## src/rtl/pb_duty_ctrl.sv

```systemverilog
// rtl/pb_duty_ctrl.sv - push-button duty-cycle controller with debounce, auto-repeat and clamping

module pb_debounce #(
  parameter int unsigned CYCLES = 500_000
) (
  input  logic clk,
  input  logic rst,
  input  logic pb_n_i,
  output logic level_o
);

  localparam int unsigned CW = $clog2(CYCLES + 1);

  logic [1:0]    sync_q;
  logic          pressed;
  logic          level_q, level_d;
  logic [CW-1:0] cnt_q, cnt_d;

  always_ff @(posedge clk) begin
    if (rst) begin
      sync_q  <= 2'b11;
      level_q <= 1'b0;
      cnt_q   <= '0;
    end else begin
      sync_q  <= {sync_q[0], pb_n_i};
      level_q <= level_d;
      cnt_q   <= cnt_d;
    end
  end

  assign pressed = ~sync_q[1];

  // Counter only advances while the synchronized level disagrees; any agreement restarts it.
  always_comb begin
    level_d = level_q;
    cnt_d   = '0;
    if (pressed != level_q) begin
      if (cnt_q == CW'(CYCLES - 1)) begin
        level_d = pressed;
      end else begin
        cnt_d = cnt_q + 1'b1;
      end
    end
  end

  assign level_o = level_q;

endmodule

module pb_duty_ctrl #(
  parameter int unsigned DEBOUNCE_CYCLES = 500_000,
  parameter int unsigned REPEAT_DELAY    = 25_000_000,
  parameter int unsigned REPEAT_RATE     = 10_000_000,
  parameter int unsigned DC_INIT         = 25_000,
  parameter int unsigned DC_STEP         = 5_000,
  parameter int unsigned DC_MIN          = 5_000,
  parameter int unsigned DC_MAX          = 150_000
) (
  input  logic        clk,
  input  logic        rst,
  input  logic        pb_inc,
  input  logic        pb_dec,
  output logic [31:0] duty,
  output logic        step_pulse,
  output logic        limit_hit
);

  localparam int unsigned TMAX = (REPEAT_DELAY > REPEAT_RATE) ? REPEAT_DELAY : REPEAT_RATE;
  localparam int unsigned TW   = $clog2(TMAX + 1);

  localparam logic [1:0] ST_IDLE   = 2'd0;
  localparam logic [1:0] ST_DELAY  = 2'd1;
  localparam logic [1:0] ST_REPEAT = 2'd2;
  localparam logic [1:0] ST_LOCK   = 2'd3;

  logic inc_lvl, dec_lvl;
  logic inc_prev_q, dec_prev_q;
  logic inc_rise, dec_rise, both_held, active_held, expire;

  logic [1:0]    state_q, state_d;
  logic [TW-1:0] timer_q, timer_d;
  logic          dir_q, dir_d;
  logic          step_req, step_up;

  logic [31:0] duty_q, duty_d;
  logic        step_q, step_d;
  logic        limit_q, limit_d;
  logic [32:0] sum, diff;
  logic [31:0] nxt;

  pb_debounce #(.CYCLES(DEBOUNCE_CYCLES)) u_db_inc (
    .clk     (clk),
    .rst     (rst),
    .pb_n_i  (pb_inc),
    .level_o (inc_lvl)
  );

  pb_debounce #(.CYCLES(DEBOUNCE_CYCLES)) u_db_dec (
    .clk     (clk),
    .rst     (rst),
    .pb_n_i  (pb_dec),
    .level_o (dec_lvl)
  );

  assign inc_rise    = inc_lvl & ~inc_prev_q;
  assign dec_rise    = dec_lvl & ~dec_prev_q;
  assign both_held   = inc_lvl & dec_lvl;
  assign active_held = dir_q ? inc_lvl : dec_lvl;
  assign expire      = (timer_q <= TW'(1));

  always_comb begin
    state_d  = state_q;
    timer_d  = timer_q;
    dir_d    = dir_q;
    step_req = 1'b0;
    step_up  = dir_q;
    if (both_held) begin
      state_d = ST_LOCK;
      timer_d = '0;
    end else begin
      case (state_q)
        ST_IDLE: begin
          if (inc_rise ^ dec_rise) begin
            step_req = 1'b1;
            step_up  = inc_rise;
            dir_d    = inc_rise;
            timer_d  = TW'(REPEAT_DELAY);
            state_d  = ST_DELAY;
          end
        end
        ST_DELAY, ST_REPEAT: begin
          if (!active_held) begin
            state_d = ST_IDLE;
            timer_d = '0;
          end else if (expire) begin
            step_req = 1'b1;
            timer_d  = TW'(REPEAT_RATE);
            state_d  = ST_REPEAT;
          end else begin
            timer_d = timer_q - 1'b1;
          end
        end
        ST_LOCK: begin
          if (!inc_lvl && !dec_lvl) begin
            state_d = ST_IDLE;
          end
        end
        default: state_d = ST_IDLE;
      endcase
    end
  end

  // 33-bit headroom keeps the add/subtract from wrapping before the clamp.
  always_comb begin
    sum  = {1'b0, duty_q} + 33'(DC_STEP);
    diff = {1'b0, duty_q} - 33'(DC_STEP);
    if (step_up) begin
      nxt = (sum > 33'(DC_MAX)) ? 32'(DC_MAX) : sum[31:0];
    end else begin
      nxt = (diff[32] || diff < 33'(DC_MIN)) ? 32'(DC_MIN) : diff[31:0];
    end
    duty_d  = duty_q;
    step_d  = 1'b0;
    limit_d = 1'b0;
    if (step_req) begin
      if (nxt == duty_q) begin
        limit_d = 1'b1;
      end else begin
        duty_d = nxt;
        step_d = 1'b1;
      end
    end
  end

  always_ff @(posedge clk) begin
    if (rst) begin
      state_q    <= ST_IDLE;
      timer_q    <= '0;
      dir_q      <= 1'b0;
      inc_prev_q <= 1'b0;
      dec_prev_q <= 1'b0;
      duty_q     <= 32'(DC_INIT);
      step_q     <= 1'b0;
      limit_q    <= 1'b0;
    end else begin
      state_q    <= state_d;
      timer_q    <= timer_d;
      dir_q      <= dir_d;
      inc_prev_q <= inc_lvl;
      dec_prev_q <= dec_lvl;
      duty_q     <= duty_d;
      step_q     <= step_d;
      limit_q    <= limit_d;
    end
  end

  assign duty       = duty_q;
  assign step_pulse = step_q;
  assign limit_hit  = limit_q;

endmodule

```

## config.mk

```make
export PLATFORM = sky130hd
export DESIGN_NAME = pb_duty_ctrl
export DESIGN_NICKNAME = d
export VERILOG_FILES = /design/src/rtl/pb_duty_ctrl.sv
export SDC_FILE = /design/constraint.sdc
export NUM_CORES = 1
export LEC_CHECK = 0
export CORE_MARGIN = 5
export CORE_UTILIZATION = 35
export DETAILED_ROUTE_END_ITERATION = 12
export PLACE_DENSITY_LB_ADDON = 0.3
export SYNTH_ARGS = -nofsm -noshare
export SYNTH_HDL_FRONTEND = slang
export SYNTH_SLANG_ARGS = --single-unit
```

## constraint.sdc

```tcl
create_clock -name clk -period 5.6 [get_ports clk]
set_input_delay 0.56 -clock clk [delete_from_list [all_inputs] [get_ports clk]]
set_output_delay 0.56 -clock clk [all_outputs]
set_load 0.02 [all_outputs]
```

* After elaboration in Yosys (flattened, before gate mapping) *
Cells that the tools add are included.
Widths: inputs -> output; s select.

operators by class
  mux-type cells = 24
  magnitude comparators = 3
  bitwise operators = 12
  add/subtract/negate cells = 5
  equality and inequality tests = 12
  reduce and logical (&&, ||, !) cells = 16

operators by type and width
  kind                    count
  $mux 32                 3
  $mux 25                 3
  $pmux 25 s2             1
  $add 19x1->19 const B   2
  $eq 19x19->1 const B    2
  $add 32x13->33 const B  1
  $gt 33x18->1 const B    1
  $lt 33x13->1 const B    1
  $sub 32x13->33 const B  1
  $eq 32x32->1            1
  $le 25x1->1 const B     1
  $sub 25x1->25 const B   1
  $mux 1                  10
  $mux 2                  5
  $not 1->1               8
  $reduce_and 2->1        4
  $ne 3x3->1 const B      2
  $pmux 2 s3              1
  $reduce_or 2->1         3
  $reduce_or 3->1         2
  $eq 2x2->1 const B      2
  $ne 4x4->1 const B      1
  $and 1x1->1             3
  $reduce_and 3->1        1
  10 further kinds        12

storage, ports and cells
  register bits = 108
  bits of input ports = 4
  word-level logic and storage cells = 86

* Depth between registers and ports, before layout *
Gate-level depths: netlist (run 1).

  depth after elaboration = 10
  gate-level depth with buffers = 18

* Hierarchy *
A second synthesis (run 1) with hierarchy kept.

second synthesis, totals
  cells, all modules = 971
  area, all modules = 7532.2 um^2

modules (own cells, without submodules)
  module        cells each  area an instance (um^2)  instances  seq. area each (um^2)
  pb_duty_ctrl  751         5362.6                   1          1281.2
  pb_debounce   110         1084.8                   2          440.4

* Least setup slack after synthesis (run 1) *
OpenSTA, ideal clock, no wires.

  kind = register to register
  start = reg duty_q[4], in the netlist duty[4]
  end = reg duty_q[21], in the netlist duty[21]
  stages on the path, launching flop included = 19
  arrival time = 4.824 ns
  path slack = 0.707 ns
  cells stage by stage = dfxtp_1 clkbuf_1 inv_1 ha_1 nor3b_1 clkbuf_1 nor3_1 a2111oi_0 nand4_1 nor3_1 nand3_2 nand2_4 mux2_2 or4_1 a2111oi_1 or4b_1 buf_2 a311o_1 o21ai_1

between the ends
  cells in the longest elaborated chain, start to end = 8
  elaborated cells between the ends (all ways) = 11
  those cells by class = add/sub (2); order compare (2); eq/ne (1); mux (3); bitwise (1); reduce/logical (2)

ends and longest elaborated chain
  element                            RTL line  source
  start: declaration                 85        logic [31:0] duty_q, duty_d;
  start signal: assignment           182       duty_q <= 32'(DC_INIT);
  start signal: assignment           191       duty_q <= duty_d;
  $sub 32x13->33                     156       diff = {1'b0, duty_q} - 33'(DC_STEP);
  $lt 33x13->1                       160       nxt = (diff[32] || diff < 33'(DC_MIN)) ? 32'(DC_MIN) : diff[31:0];
  $logic_or 1x1->1                   160
  $mux 32                            160
  $mux 32                            157       if (step_up) begin
  $eq 32x32->1                       166       if (nxt == duty_q) begin
  $not 1->1 (no source line)         -
  $reduce_and 2->1 (no source line)  -

Parallel ways exist; a longest one is shown, timed or not.
A chain may end at the register's enable or synchronous reset.

* Worst setup path after layout (run 1) *
Ends and elaborated chain as after synthesis.

==> out/qor.yml, run 1 <==
outcome:
  status: "complete, no violations"
floorplanning:
  die_y_um: 155
  die_w_um: 155
  io_pins: 38
  fp-row-count: 53
  die-area_um2: 24200
  coreArea_um2: 21000
  start_util_pct: 35.3
clock_tree:
  cts_buffer_depth: 2
  cts_sinks: 108
  cts.clk_slew.worst_paths_ns: 0.09
  post-cts-setup-buffer-count: 0
  cts_root_buf: "clkbuf_16"
  htree_levels: 3
  cts_tree: "yes"
  cts_made_buffers: 9
  clock_latency_ns: 0.37
setup_path:
  arrival_ns: 5.51
  critPathKind: "reg -> reg"
  crit_fanout: 13
  cp_cell_sequence: "buf_4 > or4_1 > and3_4 > or3_4 > or4_1 > and2_1 > nand2_4 > mux2_2 > or4_1 > a2111oi_1 > or4b_4 > a311o_1 > o21ai_1"
  startpoint_type: "flip-flop"
  slowest_delay_ns: 0.64
  required_ns: 5.90
  cp_top_family: "simple AND/OR/NAND/NOR gates"
  critPathSlowestCell: "or4b_4"
  crit_path_end_kind: "flip-flop"
  crit_top_cell: "or4_1"
  path_buf_inv: 1
logic_synthesis:
  async_reset_ff_share_pct: 0
  post_synth.cell_area_avg_um2: 7.29
  synth_ff_type: "dfxtp_1"
  synthAdderAreaFrac_pct: 1.86
  synth_xor_area_share_pct: 7.10
  synth_mux_area_share_pct: 1.42
  synth-edff-count: 0
  synth_compound_area_share_pct: 23.9
  synthDistinctLibCells: 79
  syn_area_um2: 7400
  synth_seq_cells: 108
  syn_inst: 1016
  yosysSeqAreaShare_pct: 29.2
  synth_warnings: 0
  synthSimpleGateAreaFrac_pct: 31.1
  synth_top_family_by_area: "simple AND/OR/NAND/NOR gates"
  syn_nets: 1031
placement:
  dpl_worst_slack_ns: 0.193
  hpwl_mm: 18.3
  gp_congestion: 1.03
  dp.cells: 1307
  portBuffers: 37
  place_area_um2: 8260
timing:
  tightestPinTransition_ns: 1.16
  post-route-period-util_pct: 93.1
  maxSlewHeadroom_pct: 21.8
  finClkSkew_ns: 0.0193
  max_freq_ghz: 0.192
  finalSetupViolCount: 0
  rsz0062_at_grt: "no"
  setup_ws_ns: 0.389
  setup_tns_ns: 0
  fin_crit_ns: 5.21
  hold_viol: 0
  drv_slew: 0
finish:
  fin_nets: 1058
  stdcell_area_um2: 8580
  areaGrowthSynthToFinish_pct: 15.9
  fin_cells: 1323
  final.fill_count: 2199
  final_cell_mix: "152 x nor2_1, 108 x dfxtp_1, 90 x nand2_1, 54 x a21oi_1, 53 x buf_4"
  antenna_cells: 0
  drive_above_1_share_pct: 9.83
  final_common_cell: "nor2_1"
job:
  drv_cap: 0
drt:
  first_iter_violations: 778
  avgViaCountPerCell: 6.04
  ant_nets: 0
  num_vias: 7997
  drtPass1Iterations: 5
  drc: 0
  wirelength_mm: 25.4
  wl_per_cell_um: 19.2
power:
  powerDensity_nw_per_um2: 210
  power_leakage_nw: 3.00
  irDropWorstVdd_v: 0.000139
global_route:
  grt_pass1_wl_mm: 40.2
  grt_use_total_pct: 20.6
  antenna_found_initial: 0
  overflow: 0
  grt_max_degree: 45
  grt_pass1_vias: 7264
hold_path:
  hold_class: "reg -> reg"
[cell families after synthesis]
logic type,count (synthesis)
compound gates,257
simple gates,467
mux,9
buf+inv,104
xor+xnor,60
flops,108
fa+ha+maj,11
[registers in the layout (all words and copies together) (netlist names)]
signal            flops
duty                 32
timer_q              25
u_db_dec.cnt_q       19
u_db_inc.cnt_q       19
state_q               2
u_db_dec.sync_q       2
u_db_inc.sync_q       2
dec_prev_q            1
dir_q                 1
inc_prev_q            1
limit_hit             1
step_pulse            1
u_db_dec.level_o      1
u_db_inc.level_o      1
[synthesized netlist by cell type (27+ instances only)]
master / instances / area [um2]
o21ai_0: 40 / 200
dfxtp_1: 108 / 2160
a21oi_1: 54 / 270
nand4_1: 27 / 169
inv_1: 28 / 105
xnor2_1: 28 / 245
nand2_1: 90 / 338
nand3_1: 50 / 250
clkbuf_1: 65 / 244
nor2_1: 152 / 571
xor2_1: 32 / 280
nor3_1: 42 / 210
[where the power goes]
part	switching, mW	internal (mW)
registers	0.0264	0.788
logic	0.196	0.105
clock network	0.320	0.366
total	0.543	1.26
[per-layer routing]
metal	global-route usage, %	vias up	wire length, um
li1	-	3811	-
met1	28.8	3701	11300
met2	31.3	413	11100
met3	4.70	72	2250
met4	7.17	0	733
met5	0	-	0
[final timing paths]
check / startpoint / endpoint / slack (ns) / cells after the start
worst min register to register: u_db_inc.sync_q[0] / u_db_inc.sync_q[1] / 0.41 / 1
worst max-delay path: duty[4] / duty[21] / 0.39 / 13
worst min-delay path: u_db_inc.sync_q[0] / u_db_inc.sync_q[1] / 0.41 / 1
worst max register to register: duty[4] / duty[21] / 0.39 / 13
[per-stage QoR]
stage / util (%) / hold WS [ns] / power (mW)
floorplan: - / 0.389 / 1.05
global placement: 39.4 / 0.397 / 1.13
detailed placement: 39.4 / 0.395 / 1.13
CTS: 40.9 / 0.411 / 1.82
global route: 40.9 / 0.430 / 1.89
finish: 40.9 / 0.410 / 1.80
[cell type report]
class	instances	area [um2]	area share [%]
Clock inverter	5	66.3	0.773
Clock buffer	11	243	2.83
Inverter	28	105	1.22
Tap cell	275	344	4.01
Sequential cell	108	2160	25.2
Multi-Input combinational cell	804	4860	56.6
Timing Repair Buffer	92	803	9.36
[worst reg2reg max path, stage by stage, from the launching register on]
cell and delay [ns]:
dfxtp_1 0.38, buf_4 0.21, or4_1 0.56, and3_4 0.23
or3_4 0.39, or4_1 0.60, and2_1 0.30, nand2_4 0.09
mux2_2 0.33, or4_1 0.52, a2111oi_1 0.44, or4b_4 0.64
a311o_1 0.39, o21ai_1 0.06
[timing repair]
item | 4_1_cts | 5_1_grt
hold buffers | 0 | 0
endpoints found under the setup margin | 0 | 15
resized for setup | 0 | 2
Power figures use the tool's default switching activity.
==> inputs of run 2 (changes only) <==
--- a/config.mk
+++ b/config.mk
@@ -9,4 +9,5 @@
 export CORE_UTILIZATION = 35
 export DETAILED_ROUTE_END_ITERATION = 12
+export MAX_ROUTING_LAYER = met4
 export PLACE_DENSITY_LB_ADDON = 0.3
 export SYNTH_ARGS = -nofsm -noshare
==> constraint.sdc (replaced) <==
create_clock -name clk -period 6.1 [get_ports clk]
set_input_delay 0.61 -clock clk [delete_from_list [all_inputs] [get_ports clk]]
set_output_delay 0.61 -clock clk [all_outputs]
set_load 0.1 [all_outputs]
==> run 2 against run 1 <==
Clock skew shrank 0.0050 ns. Worst hold slack improved by 0.0021 ns. Cell count decreased by 1.8%. Non-clock buffer count decreased by 24. Combinational power decreased by 4%. Global-route usage about the same. Register-to-register slack gained 0.05 ns. Sequential share of layout area rose by 0.61 points. Worst setup slack improved by 0.055 ns. First-iteration DRC count is 6.7% higher. Fmax shrank 7.9%. Cell area shrank 2.4%. Critical path type unchanged. Critical endpoint unchanged. Largest cell class unchanged.
==> out/qor.yml, run 2 (synthesis gave the netlist of run 1 again) <==
outcome:
  status: "complete, no violations"
placement:
  hpwl_mm: 17.4  # -4.8%
  gp_congestion: 1.06  # +3.4%
  portBuffers: 37  # unchanged
timing:
  rsz0062_at_grt: "no"
  finClkSkew_ns: 0.0144  # -0.00497 ns
  tightestPinTransition_ns: 1.05  # -0.118 ns
  finalSetupViolCount: 0  # unchanged
  maxSlewHeadroom_pct: 29.8  # +7.9 points
  max_freq_ghz: 0.177  # -7.9%
  holdWs_ns: 0.412  # +0.00208 ns
  drv_slew: 0  # unchanged
  fin_crit_ns: 5.66  # +0.445 ns
  post-route-period-util_pct: 92.7  # -0.33 points
  hold_viol: 0  # unchanged
  setup_tns_ns: 0  # unchanged
global_route:
  antenna_found_initial: 0  # unchanged
  grt.met2_usage_pct: 29.8  # -1.5 points
  grt.busiest_layer: "met2"
  overflow: 0  # unchanged
  grt_pass1_wl_mm: 39.5  # -1.7%
  grt_max_degree: 45  # unchanged
  grt_use_total_pct: 20.6  # about the same
  use_met3_pct: 4.56  # -0.14 points
  grt_pass1_vias: 7295  # +0.43%
  use_met1_pct: 28.3  # -0.50 points
drt:
  avgViaCountPerCell: 6.06  # +0.28%
  wl_per_cell_um: 18.7  # -2.4%
  ant_nets: 0  # unchanged
  wirelength_mm: 24.3  # -4.2%
  first_iter_violations: 830  # +6.7%
  drc: 0  # unchanged
  drtPass1Iterations: 5  # unchanged
  num_vias: 7874  # -1.5%
setup_path:
  crit_path_end_kind: "flip-flop"
  r2r-end: "duty[21]"
  crit_fanout: 16  # +3
  critPathKind: "reg -> reg"
  required_ns: 6.39  # +0.49 ns
  r2r-start: "duty[3]"
  startpoint_type: "flip-flop"
  arrival_ns: 5.94  # +0.43 ns
  reg2reg_setup_slack_ns: 0.44  # +0.05 ns
  reg2reg_depth: 13  # unchanged
job:
  drv_cap: 0  # unchanged
finish:
  fin_nets: 1034  # -2.3%
  final_common_cell: "nor2_1"
  largest_register_ffs: 32  # unchanged
  areaGrowthSynthToFinish_pct: 13.1
  multi_input_area_um2: 4850  # -0.18%
  final_core_util_pct: 40.0  # -0.97 points
  antenna_cells: 0  # unchanged
  final_cell_mix: "152 x nor2_1, 108 x dfxtp_1, 90 x nand2_1, 54 x a21oi_1, 50 x nand3_1"
  final.fill_count: 2186  # -0.59%
  drive_above_1_share_pct: 7.62  # -2.2 points
  seq_area_um2: 2160  # unchanged
clock_tree:
  clock_latency_ns: 0.36  # about the same
  cts_buffer_depth: 2  # unchanged
  postCtsHoldBufs: 0  # unchanged
  cts_resized: 0  # unchanged
  cts_sinks: 108  # unchanged
  htree_levels: 3  # unchanged
  cts_tree: "yes"
  cts_made_buffers: 9  # unchanged
  cts_root_buf: "clkbuf_16"
  post-cts-setup-buffer-count: 0  # unchanged
  cts.clk_slew.worst_paths_ns: 0.08  # about the same
power:
  powerDensity_nw_per_um2: 199  # -5.2%
  comb_power_share_pct: 17.4  # +0.7 points
  p_switching_uw: 502  # -7.5%
  p_int_mw: 1.17  # -7.5%
  sw_frac_of_total_pct: 30.1  # about the same
  power_leakage_nw: 2.88  # -3.9%
  p_clk_share_pct: 38.0  # about the same
  p_seq_share_pct: 44.6  # -0.6 points
  irDropWorstVdd_v: 0.000120  # -13%
hold_path:
  min_delay_path_depth: 1  # unchanged
  worstHoldStart: "u_db_inc.sync_q[0]"
  worstHoldEndpoint: "u_db_inc.sync_q[1]"
  hold_class: "reg -> reg"
floorplanning:
  coreArea_um2: 21000  # unchanged
  io_pins: 38  # unchanged
  die_w_um: 155  # unchanged
  die_y_um: 155  # unchanged
  die-area_um2: 24200  # unchanged
  fp-row-count: 53  # unchanged
  start_util_pct: 35.3  # unchanged
## run 2: cell types whose count changed in the layout (fill, tap and decap cells not counted), sizes merged
cell / delta
buf: -24
## run 2: worst max path at each step
stage	end	cells past startpoint	startpoint
floorplan	duty[21]	17	duty[3]
global placement	duty[21]	13	duty[3]
detailed placement	duty[21]	13	duty[3]
CTS	duty[21]	13	duty[3]
global route	duty[21]	13	duty[3]
finish	duty[21]	13	duty[3]
## run 2: through the flow
step	setup WS, ns	power [mW]	instances	area (um2)
6_report	0.444	1.67	1299	8380
5_1_grt	0.283	1.75	1299	8380
4_1_cts	0.532	1.68	1299	8380
3_5_place_dp	0.558	1.04	1283	8060
3_3_place_gp	0.696	1.04	1283	8060
2_1_floorplan	0.690	0.971	1016	7400
## run 2: metal layers
metal | up-vias | share of wire, %
met4 | 0 | 3.4
met3 | 59 | 8.5
met5 | - | 0
met2 | 384 | 43
met1 | 3687 | 45
li1 | 3744 | -
## run 2: critical path: stages (launching register included)
cell and delay (ns):
dfxtp_1 0.41, buf_4 0.22, or4_1 0.64, and3_4 0.25
or3_4 0.38, or4_1 0.58, and2_1 0.29, nand2_4 0.22
mux2_2 0.36, or4_1 0.52, a2111oi_1 0.49, or4b_1 0.73
a311o_1 0.43, o21ai_1 0.07
## run 2: cell type report
cell class / instances / share of cell area [%]
well taps: 275 / 4.11
clock inverters: 5 / 0.792
flip-flops and latches: 108 / 25.8
repair buffers: 68 / 7.14
multi-input cells: 804 / 57.9
inverters: 28 / 1.25
clock buffers: 11 / 3.02
## run 2: power by group through the flow
stage / clock network (mW) / logic [mW] / registers [mW]
3_3_place_gp: 0 / 0.284 / 0.759
4_1_cts: 0.656 / 0.285 / 0.743
6_report: 0.634 / 0.290 / 0.744
2_1_floorplan: 0 / 0.205 / 0.766
5_1_grt: 0.681 / 0.321 / 0.747
3_5_place_dp: 0 / 0.283 / 0.760
==> inputs of run 3 (changes only) <==
- CTS_BUF_LIST: not set -> sky130_fd_sc_hd__clkbuf_4
- DONT_BUFFER_PORTS: not set -> 1
==> run 3 against run 2 <==
Clock skew grew 0.020 ns. Critical path depth is the same. Combinational power shrank 3%. Via count grew 0.24%. Register-to-register slack lost 0.03 ns. Core utilization shrank 1.7 points.
==> out/qor.yml, run 3 (synthesis gave the netlist of run 1 again) <==
timing:
  fin_crit_ns: 5.69  # +0.0328 ns
  drv_slew: 0  # unchanged
  finalSetupViolCount: 0  # unchanged
  finClkSkew_ns: 0.0340  # +0.0197 ns
  hold_viol: 0  # unchanged
  setup_tns_ns: 0  # unchanged
  maxSlewHeadroom_pct: 21.2  # -8.5 points
  max_freq_ghz: 0.176  # -0.58%
  post-route-period-util_pct: 93.3  # +0.54 points
  tightestPinTransition_ns: 1.17  # +0.127 ns
  rsz0062_at_grt: "no"
floorplanning:
  start_util_pct: 35.3  # unchanged
  fp-row-count: 53  # unchanged
  io_pins: 38  # unchanged
  die_y_um: 155  # unchanged
  coreArea_um2: 21000  # unchanged
  die_w_um: 155  # unchanged
  die-area_um2: 24200  # unchanged
hold_path:
  worstHoldEndpoint: "step_pulse"
  hold_class: "in -> reg"
  min_delay_path_depth: 1  # unchanged
  worstHoldStart: "rst"
clock_tree:
  post-cts-setup-buffer-count: 0  # unchanged
  cts_tree: "yes"
  cts_buffer_depth: 2  # unchanged
  htree_levels: 3  # unchanged
  cts_root_buf: "clkbuf_4"
  clock_latency_ns: 0.52  # +0.16 ns
  postCtsHoldBufs: 0  # unchanged
  cts_sinks: 108  # unchanged
  cts_resized: 0  # unchanged
  cts_made_buffers: 9  # unchanged
  cts.clk_slew.worst_paths_ns: 0.21  # +0.13 ns
placement:
  hpwl_mm: 18.2  # +4.2%
  dp.cells: 1271  # -0.94%
  gp_congestion: 1.05  # -0.87%
  place_area_um2: 7890  # -2.1%
  portBuffers: 0  # -100%
global_route:
  grt_pass1_vias: 7208  # -1.2%
  antenna_found_initial: 1  # +1
  overflow: 0  # unchanged
  grt_max_degree: 45  # unchanged
  grt_use_total_pct: 21.3  # +0.64 points
  grt_pass1_wl_mm: 40.2  # +1.7%
finish:
  fin_nets: 1022  # -1.2%
  final_common_cell: "nor2_1"
  drive_above_1_share_pct: 10.5  # +2.9 points
  areaGrowthSynthToFinish_pct: 8.36
  fin_cells: 1288  # -0.85%
  largest_register_ffs: 32  # unchanged
  stdcell_area_um2: 8020  # -4.2%
  final_cell_mix: "151 x nor2_1, 104 x dfxtp_1, 90 x nand2_1, 56 x buf_4, 54 x a21oi_1"
power:
  power_leakage_nw: 2.79  # -3.0%
  irDropWorstVdd_v: 0.000105  # -13%
  powerDensity_nw_per_um2: 175  # -12%
setup_path:
  reg2reg_depth: 13  # unchanged
  startpoint_type: "flip-flop"
  crit_fanout: 18  # +2
  reg2reg_setup_slack_ns: 0.41  # -0.03 ns
  required_ns: 6.56  # +0.17 ns
  critPathKind: "reg -> reg"
  crit_start: "duty[3]"
  r2r-start: "duty[3]"
  r2r-end: "duty[21]"
  arrival_ns: 6.15  # +0.21 ns
  crit_path_end_kind: "flip-flop"
drt:
  drtPass1Iterations: 8  # +3
  ant_nets: 0  # unchanged
  wirelength_mm: 25.5  # +4.8%
  wl_per_cell_um: 19.8  # +5.7%
  first_iter_violations: 902  # +8.7%
  num_vias: 7893  # +0.24%
  drc: 0  # unchanged
  avgViaCountPerCell: 6.13  # +1.1%
job:
  drv_cap: 0  # unchanged
outcome:
  status: "complete, no violations"
-- run 3: changes by cell type in the layout (fill, tap and decap cells not counted), sizes merged, moves of 2 or more --
cell,before,now
buf,32,56
clkbuf,11,9
clkdlybuf4s50,36,0
clkinv,1,4
-- run 3: area by class of cell --
| class | instances | area [um2] |
|---|---|---|
| Fill cell | 2252 | 12900 |
| Multi-Input combinational cell | 804 | 4850 |
| Sequential cell | 108 | 2170 |
| Timing Repair Buffer | 56 | 420 |
| Tap cell | 275 | 344 |
| Inverter | 28 | 105 |
| Clock buffer | 9 | 67.6 |
| Clock inverter | 7 | 66.3 |
| Antenna cell | 1 | 2.50 |
-- run 3: worst max-delay path by stage --
stage | end | slack [ns]
after floorplan | duty[21] | 0.69
after global placement | duty[21] | 0.65
after detailed placement | duty[21] | 0.58
after CTS | duty[21] | 0.51
after global routing | duty[21] | 0.15
final | duty[21] | 0.41
-- run 3: where the power goes --
part,switching [mW],internal [mW]
Combinational,0.189,0.0909
Sequential,0.0211,0.726
Clock,0.286,0.0934
Total,0.496,0.910
-- run 3: worst max-delay path, cell delays in order (launching register included) --
cell	delay (ns)
dfxtp_1	0.35
buf_4	0.28
or4_1	0.70
and3_4	0.27
or3_4	0.38
or4_1	0.60
and2_1	0.29
nand2_4	0.22
mux2_2	0.36
or4_1	0.52
a2111oi_1	0.43
or4b_1	0.72
a311o_1	0.44
o21ai_1	0.07
-- run 3: stage by stage --
step                      setup WS (ns)  utilization [%]  hold WS [ns]  power [mW]
final                             0.411             38.3         0.152        1.41
after global routing              0.148             38.3        0.0842        1.48
after global placement            0.646             37.6         0.392        1.04
after detailed placement          0.579             37.6         0.397        1.03
after floorplan                   0.690                -         0.389       0.971
after CTS                         0.508             38.3         0.109        1.41
-- run 3: layer usage --
metal / GRT usage (%) / wire length [um]
met4: 8.13 / 1120
met2: 30.8 / 10900
met3: 5.29 / 2690
met1: 28.5 / 10800
met5: - / 0
